File: src/rtl/wb_ring_writer.sv
// wb_ring_writer: Wishbone classic write master that drains a valid/ready stream of 32-bit
// samples into a circular buffer held in the port B side of a dual-port RAM.
// A small input FIFO decouples the sample source from the bus. The write pointer, the
// wrap count and a sticky bus-error flag are exported to the CPU register block.
// Optional feature: define WB_RING_WRITER_IRQ_EN to add irq_o. irq_o pulses for one cycle
// when the ring pointer reaches the half-way index and again when it wraps to zero.
module wb_ring_writer #(
  parameter int ADDR_WIDTH     = 14,
  parameter int BASE_ADDR      = 0,
  parameter int DEPTH_WORDS    = 256,
  parameter int FIFO_DEPTH     = 4,
  parameter int TIMEOUT_CYCLES = 15
) (
  input  logic                           clk_i,
  input  logic                           rst_i,
  input  logic [31:0]                    s_data_i,
  input  logic                           s_valid_i,
  output logic                           s_ready_o,
  input  logic                           en_i,
  input  logic                           clr_i,
  output logic [ADDR_WIDTH-1:0]          m_adr_o,
  output logic [31:0]                    m_dat_o,
  output logic                           m_we_o,
  output logic [3:0]                     m_sel_o,
  output logic                           m_stb_o,
  output logic                           m_cyc_o,
  input  logic                           m_ack_i,
  input  logic                           m_stall_i,
  output logic [$clog2(DEPTH_WORDS)-1:0] wr_ptr_o,
  output logic [15:0]                    wrap_cnt_o,
  output logic                           busy_o,
`ifdef WB_RING_WRITER_IRQ_EN
  output logic                           irq_o,
`endif
  output logic                           err_o
);

  localparam int PTR_W  = $clog2(DEPTH_WORDS);
  localparam int FA_W   = $clog2(FIFO_DEPTH);
  localparam int TICK_W = $clog2(TIMEOUT_CYCLES + 1);

  typedef enum logic [1:0] {
    S_IDLE = 2'd0,
    S_BUS  = 2'd1,
    S_ERR  = 2'd2
  } state_t;

  state_t r_state, w_state_next;

  // Input FIFO
  logic [31:0]   r_mem [FIFO_DEPTH];
  logic [FA_W-1:0] r_wr_idx, r_rd_idx;
  logic [FA_W:0]   r_count;
  logic [FA_W-1:0] w_rd_idx_inc;
  logic            w_full, w_empty, w_push;
  logic [31:0]     w_head, w_head_next;

  // Bus side
  logic [ADDR_WIDTH-1:0] r_adr;
  logic [31:0]           r_dat;
  logic                  r_cyc, r_stb, r_err;
  logic [PTR_W-1:0]      r_wr_ptr, w_ptr_inc;
  logic                  w_ptr_last;
  logic [15:0]           r_wrap_cnt;
  logic [TICK_W-1:0]     r_tick;

  // FSM decisions
  logic w_start, w_take, w_continue, w_err_set;

  // Byte address of a ring slot.
  function automatic logic [ADDR_WIDTH-1:0] f_adr(input logic [PTR_W-1:0] ptr);
    return ADDR_WIDTH'(BASE_ADDR) + ADDR_WIDTH'({ptr, 2'b00});
  endfunction

  assign w_full       = (r_count == (FA_W+1)'(FIFO_DEPTH));
  assign w_empty      = (r_count == '0);
  assign s_ready_o    = !w_full && !r_err;
  assign w_push       = s_valid_i && s_ready_o;
  assign w_rd_idx_inc = r_rd_idx + 1'b1;
  assign w_head       = r_mem[r_rd_idx];
  assign w_head_next  = r_mem[w_rd_idx_inc];

  assign w_ptr_last = (r_wr_ptr == PTR_W'(DEPTH_WORDS - 1));
  assign w_ptr_inc  = w_ptr_last ? '0 : r_wr_ptr + 1'b1;

  assign m_adr_o    = r_adr;
  assign m_dat_o    = r_dat;
  assign m_cyc_o    = r_cyc;
  assign m_stb_o    = r_stb;
  assign m_we_o     = r_cyc;
  assign m_sel_o    = {4{r_cyc}};
  assign wr_ptr_o   = r_wr_ptr;
  assign wrap_cnt_o = r_wrap_cnt;
  assign busy_o     = (r_state != S_IDLE);
  assign err_o      = r_err;

  // FIFO storage: write the incoming sample into the tail slot.
  // NOTE: the storage array has no reset; only the indices and count need one, and leaving
  // the array out of reset lets it map onto plain RAM/regfile cells.
  always_ff @(posedge clk_i) begin
    if (w_push) r_mem[r_wr_idx] <= s_data_i;
  end

  // FIFO indices and occupancy; clr_i flushes the FIFO like a reset.
  always_ff @(posedge clk_i) begin
    if (rst_i || clr_i) begin
      r_wr_idx <= '0;
      r_rd_idx <= '0;
      r_count  <= '0;
    end else begin
      if (w_push) r_wr_idx <= r_wr_idx + 1'b1;
      if (w_take) r_rd_idx <= w_rd_idx_inc;
      case ({w_push, w_take})
        2'b10:   r_count <= r_count + 1'b1;
        2'b01:   r_count <= r_count - 1'b1;
        default: r_count <= r_count;
      endcase
    end
  end

  // Next-state logic and per-cycle bus decisions.
  // NOTE: every signal written here gets a default first so no path leaves it unassigned,
  // which would otherwise infer a latch.
  always_comb begin
    w_state_next = r_state;
    w_start      = 1'b0;
    w_take       = 1'b0;
    w_continue   = 1'b0;
    w_err_set    = 1'b0;
    case (r_state)
      S_IDLE: begin
        if (!w_empty && en_i && !r_err) begin
          w_start      = 1'b1;
          w_state_next = S_BUS;
        end
      end
      S_BUS: begin
        // A stall outranks an ack seen in the same cycle: the word stays in the FIFO.
        if (m_stall_i) begin
          w_err_set    = 1'b1;
          w_state_next = S_ERR;
        end else if (m_ack_i) begin
          w_take = 1'b1;
          // Keep the cycle open only if another word is already waiting behind the popped one.
          if (r_count > (FA_W+1)'(1) && en_i) begin
            w_continue = 1'b1;
          end else begin
            w_state_next = S_IDLE;
          end
        end else if (r_tick == TICK_W'(TIMEOUT_CYCLES - 1)) begin
          w_err_set    = 1'b1;
          w_state_next = S_ERR;
        end
      end
      S_ERR:   w_state_next = S_ERR;
      default: w_state_next = S_IDLE;
    endcase
  end

  // State register and registered bus outputs; clr_i cancels everything like a reset.
  // NOTE: all sequential state uses non-blocking assignments so every register samples
  // the pre-edge values of the others.
  always_ff @(posedge clk_i) begin
    if (rst_i || clr_i) begin
      r_state    <= S_IDLE;
      r_adr      <= '0;
      r_dat      <= '0;
      r_cyc      <= 1'b0;
      r_stb      <= 1'b0;
      r_err      <= 1'b0;
      r_wr_ptr   <= '0;
      r_wrap_cnt <= '0;
      r_tick     <= '0;
    end else begin
      r_state <= w_state_next;
      if (r_state == S_BUS) r_tick <= r_tick + 1'b1;

      if (w_start) begin
        r_cyc  <= 1'b1;
        r_stb  <= 1'b1;
        r_adr  <= f_adr(r_wr_ptr);
        r_dat  <= w_head;
        r_tick <= '0;
      end

      if (w_take) begin
        r_wr_ptr <= w_ptr_inc;
        r_tick   <= '0;
        if (w_ptr_last) r_wrap_cnt <= r_wrap_cnt + 16'd1;
        if (w_continue) begin
          r_adr <= f_adr(w_ptr_inc);
          r_dat <= w_head_next;
        end else begin
          r_cyc <= 1'b0;
          r_stb <= 1'b0;
        end
      end

      if (w_err_set) begin
        r_cyc <= 1'b0;
        r_stb <= 1'b0;
        r_err <= 1'b1;
      end
    end
  end

`ifdef WB_RING_WRITER_IRQ_EN
  logic r_irq;

  // One-cycle pulse when an accepted write moves the pointer to the half mark or to zero.
  always_ff @(posedge clk_i) begin
    if (rst_i || clr_i) begin
      r_irq <= 1'b0;
    end else begin
      r_irq <= w_take && ((w_ptr_inc == PTR_W'(DEPTH_WORDS / 2)) || (w_ptr_inc == '0));
    end
  end

  assign irq_o = r_irq;
`endif

endmodule

File: config.mk
export PLATFORM = sky130hd
export DESIGN_NAME = wb_ring_writer
export DESIGN_NICKNAME = d
export VERILOG_FILES = /design/src/rtl/wb_ring_writer.sv
export SDC_FILE = /design/constraint.sdc
export NUM_CORES = 1
export LEC_CHECK = 0
export ABC_AREA = 1
export CAP_MARGIN = 5
export CORE_AREA = 2 2 137 139
export DETAILED_ROUTE_END_ITERATION = 16
export DIE_AREA = 0 0 139 141
export GPL_ROUTABILITY_DRIVEN = 0
export HOLD_SLACK_MARGIN = 0.05
export PLACE_DENSITY = 0.86
export SLEW_MARGIN = 10
export SYNTH_ARGS = -nofsm -noshare
export SYNTH_HDL_FRONTEND = slang
export SYNTH_SLANG_ARGS = --single-unit
File: constraint.sdc
create_clock -name clk_i -period 5.4 [get_ports clk_i]
set_input_delay 1.08 -clock clk_i [delete_from_list [all_inputs] [get_ports clk_i]]
set_output_delay 1.08 -clock clk_i [all_outputs]
set_load 0.01 [all_outputs]
# After elaboration in Yosys (flattened, before gate mapping)

Memories as Yosys holds them, arrays and structs flattened. A register that Yosys moved wholly into a read port is not among the register bits.
Cells that the tools add are included.

Flip-flop bits (word level): 86
Latch bits: 0
Bits in writable memories: 128
Bits in read-only memories: 0
Input bits: 39
Memories kept: 1

Memory list:

| memory | words | bits a word | read ports | clocked after memory_dff | write ports | RTL line | source |
|---|---|---|---|---|---|---|---|
| r_mem  | 4     | 32          | 2          | 1                        | 1           | 51       | `logic [31:0] r_mem [FIFO_DEPTH];` |

Add/subtract/negate cells: 7
$mul: 0
Div/mod/pow operators: 0
Magnitude comparators: 1
Equal/unequal tests: 10
Shifts and indexed selects: 0
Multiplexer cells: 37
Bitwise operators: 0
Reductions and logical operators: 17

Operators by type and width:

| cell                  | count |
|---|---|
| $mux 32               | 3 |
| $mux 14               | 3 |
| $mux 1                | 21 |
| $add 16x1->16 const B | 1 |
| $mux 2                | 7 |
| $add 8x1->8 const B   | 1 |
| $eq 8x8->1 const B    | 1 |
| $mux 8                | 1 |
| $ne 4x4->1 const B    | 2 |
| $pmux 2 s3            | 1 |
| $pmux 3 s2            | 1 |
| $logic_and 1x1->1     | 5 |
| $add 2x1->2 const B   | 2 |
| $add 4x1->4 const B   | 1 |
| $eq 2x1->1 const B    | 2 |
| $eq 2x2->1 const B    | 2 |
| $eq 4x4->1 const B    | 1 |
| $reduce_bool 2->1     | 2 |
| $add 3x1->3 const B   | 1 |
| $eq 3x3->1 const B    | 1 |
| $gt 3x1->1 const B    | 1 |
| $logic_not 1->1       | 3 |
| $logic_not 3->1       | 1 |
| $reduce_and 3->1      | 1 |
| 7 further kinds       | 7 |

# Depth between registers and ports, before layout

Depth after elaboration: 9
Gate-level depth with buffers: 12
Gate-level depth less buffers: 11

# Worst setup path before layout

OpenSTA, ideal clock, no wires.

Path kind: input -> register
Start: in s_valid_i
End: mem r_mem[0][0], enable pin
Setup time: 0.421 ns
Arrival: 2.620 ns
Data required time: 4.979 ns
Slack: 2.359 ns
Stages: 2
Cell sequence: nand2_1 nor2_1

Word-level cells in the longest chain between the ends: 3

RTL lines:

| item                         | RTL line | source |
|---|---|---|
| start, declared              | 17       | `input logic s_valid_i,` |
| $logic_and 1x1->1            | 78       | `assign w_push = s_valid_i && s_ready_o;` |
| $mux 1                       | 101      | `if (w_push) r_mem[r_wr_idx] <= s_data_i;` |
| $mux 1 (not written as such) | 101      |  |
| end, declared                | 51       |  |

No other way between the ends.

# Worst setup path after layout

Start: reg r_count[0]
End: out s_ready_o

Word-level cells in the longest chain between the ends: 3

RTL lines:

| item                   | RTL line | source |
|---|---|---|
| start, declared        | 53       | `logic [FA_W:0] r_count;` |
| start signal, assigned | 114      | `2'b10: r_count <= r_count + 1'b1;` |
| start signal, assigned | 115      | `2'b01: r_count <= r_count - 1'b1;` |
| start signal, assigned | 116      | `default: r_count <= r_count;` |
| $eq 3x3->1             | 75       | `assign w_full = (r_count == (FA_W+1)'(FIFO_DEPTH));` |
| $logic_not 1->1        | 77       | `assign s_ready_o = !w_full && !r_err;` |
| $logic_and 1x1->1      | 77       |  |
| end, declared          | 18       | `output logic s_ready_o,` |

No other way between the ends.

==> results.sh <==
export IMPL_drt_iter0_markers=926
export IMPL_cts_root_buf="clkbuf_16"
export IMPL_synth_area_um2=10200
export IMPL_die_x_um=139
export IMPL_grt_max_degree=87
export IMPL_multi_input_area_um2=3730
export IMPL_finalSetupViolations=0
export IMPL_synth_edf_count=128
export IMPL_status="complete, no violations"
export IMPL_synth_main_ff_cell="edfxtp_1"
export IMPL_clk_latency_ps=510
export IMPL_synth_area_per_cell_um2=8.38
export IMPL_clockBufferDepth=3
export IMPL_grt_setup_unrepaired="no"
export IMPL_yosysWarnings=0
export IMPL_final_common_cell="nand2_1"
export IMPL_fin_setup_tns_ps=0
export IMPL_cts_tree="yes"
export IMPL_whs_ps=444
export IMPL_totalWireLength_mm=24.7
export IMPL_fin_skew_ps=8.87
export IMPL_path_class="flip-flop to primary output"
export IMPL_viasPerCell=5.56
export IMPL_cts_buffers=23
export IMPL_endpoint_kind="primary output"
export IMPL_pre_cts_slack_ps=2100
export IMPL_grtUsageTotal=0.246
export IMPL_most_common_layout_cells="nand2_1 (286), inv_1 (142), edfxtp_1 (128)"
export IMPL_worstSetupStartpointType="flip-flop"
export IMPL_grt_pass1_wl_mm=39.4
export IMPL_hold_class="flip-flop to flip-flop"
export IMPL_worst_ep_arrival_time_ps=2030
export IMPL_finalWorstSetupSlack_ps=2290
export IMPL_path_max_fanout=5
export IMPL_finalCritPeriodShare=0.576
export IMPL_synth_seq_area_share=0.549
export IMPL_grt_pass1_vias=8129
export IMPL_diodes=0
export IMPL_synth_cell_type_count=33
export IMPL_clock_sinks=216
export IMPL_clk_pin_slew_worst_paths_ps=60
export IMPL_hold_viol=0
export IMPL_netlist_instances=1218
export IMPL_layout_min_cycle_time_ps=3110
export IMPL_vias=8604
export IMPL_max_slew_margin=0.236
export IMPL_drtAntennaViolNets=0
export IMPL_drv_cap=0
export IMPL_dp_hpwl_mm=14.8
export IMPL_cts_resized=0
export IMPL_htreeDepth=1
export IMPL_max_freq_ghz=0.322
export IMPL_ys_seq_elements=216
export IMPL_mappedNetlistNets=1270
export IMPL_antenna_found_initial=0
export IMPL_synth_top_cell_area_share=0.377
export IMPL_portBuffers=118
export IMPL_worstMarginPinSlew_ps=1140
export IMPL_core_um2=18300
export IMPL_num_rows=50
export IMPL_synthToLayoutAreaGrowth_pct=19.5
export IMPL_drc=0
export IMPL_drtPass1Iterations=6
export IMPL_nNetsFinal=1349
export IMPL_cellPowerDensity_nw_per_um2=295
export IMPL_async_reset_ff_frac=0
export IMPL_synth_area_leader_cell="edfxtp_1"
export IMPL_crit_required_ps=4320
export IMPL_wl_per_cell_um=16.0
export IMPL_synth_area_top_cells="edfxtp_1 (38%), dfxtp_1 (17%), nand2_1 (11%)"
export IMPL_die_area_um2=19600
export IMPL_grt_overflow_total=0
export IMPL_die_h_um=141
export IMPL_ir_worst_vdd_v=0.000239
export IMPL_initial_utilization=0.558
export IMPL_regArea_um2=5610
export IMPL_final_max_slew_viol_count=0
export IMPL_drive_above_1_share=0.0526
export IMPL_final_fill_count=1395
export IMPL_cts_post_setup_buffers_inserted=0
export IMPL_ioPinCount=119
export IMPL_cts_hold_fix_buffers=0
export IMPL_cellLeakagePower_nw=4.73
==> power breakdown <==
part           internal (mW)  leakage, nW  switching, mW
sequential              1.78         1.89         0.0138
clock                   1.02        0.393          0.618
combinational         0.0623         2.45          0.101
==> worst max-delay path, stage by stage, from the launching register on <==
cell	delay, ps
dfxtp_1	410
inv_1	90
ha_1	220
a21oi_1	230
clkdlybuf4s50_1	580
==> final cells by class <==
type | count | area share
clock buffers | 32 | 0.0528
multi-input cells | 786 | 0.306
well taps | 234 | 0.0240
flip-flops and latches | 216 | 0.460
inverters | 146 | 0.0449
clock inverters | 9 | 0.0121
repair buffers | 124 | 0.101
==> synthesized netlist by cell type (2+ instances only) <==
master    instances
o21bai_1          4
inv_2             4
o21ai_0         127
inv_1           142
buf_4             9
or2_2             2
clkbuf_1         26
o21ai_1           8
dfxtp_1          88
edfxtp_1        128
ha_1             13
a21oi_1         108
buf_6             4
nand4_1           4
nand2_4           3
nor3_1           22
nand3_1          63
nand2_2           4
xnor2_1           2
xor2_1            7
buf_1             3
o22ai_1          17
nor2_1          107
buf_2            28
nand2_1         286
nor2_4            2
==> cell families (layout without fill, tap and decap cells) <==
| group | count (synthesis) | count (layout) | synth area share |
|---|---|---|---|
| compound gates | 267 | 267 | 0.135 |
| xor+xnor | 9 | 9 | 0.00773 |
| fa+ha+maj | 13 | 13 | 0.0159 |
| buf+inv | 216 | 311 | 0.0892 |
| flops | 216 | 216 | 0.549 |
| simple gates | 497 | 497 | 0.203 |
==> path summary, 6_finish.rpt <==
kind,startpoint,endpoint,slack [ps],depth (start not counted)
setup / recovery,r_count[0],s_ready_o,2290,4
hold / removal,m_adr_o[10],m_adr_o[10],440,2
setup reg to reg,r_rd_idx[0],m_dat_o[25],2490,6
hold reg to reg,m_adr_o[10],m_adr_o[10],440,2
==> through the flow <==
| step | cell area, µm² | util | power (mW) | cells |
|---|---|---|---|---|
| 2_1_floorplan | 10200 | - | 1.91 | 1218 |
| 3_3_place_gp | 11400 | 0.624 | 1.98 | 1506 |
| 3_5_place_dp | 11400 | 0.624 | 1.99 | 1506 |
| 4_1_cts | 12200 | 0.668 | 3.61 | 1547 |
| 5_1_grt | 12200 | 0.668 | 3.70 | 1547 |
| 6_report | 12200 | 0.668 | 3.60 | 1547 |
==> sequential cells by signal, summed over array words and instances, names as in the netlist, 2 cells and up, named ones only <==
name	count
m_adr_o	14
r_mem	128
wrap_cnt_o	16
r_wr_idx	2
r_count	3
r_rd_idx	2
m_dat_o	32
wr_ptr_o	8
r_state	2
r_tick	4
==> layer usage <==
metal / vias to the layer above / part of all wire / global-route usage
li1: 4159 / - / -
met1: 3938 / 0.40 / 0.303
met2: 443 / 0.49 / 0.429
met3: 64 / 0.088 / 0.0411
met4: 0 / 0.029 / 0.107
met5: - / 0 / 0
No activity file was read; power rests on OpenSTA's default activity.
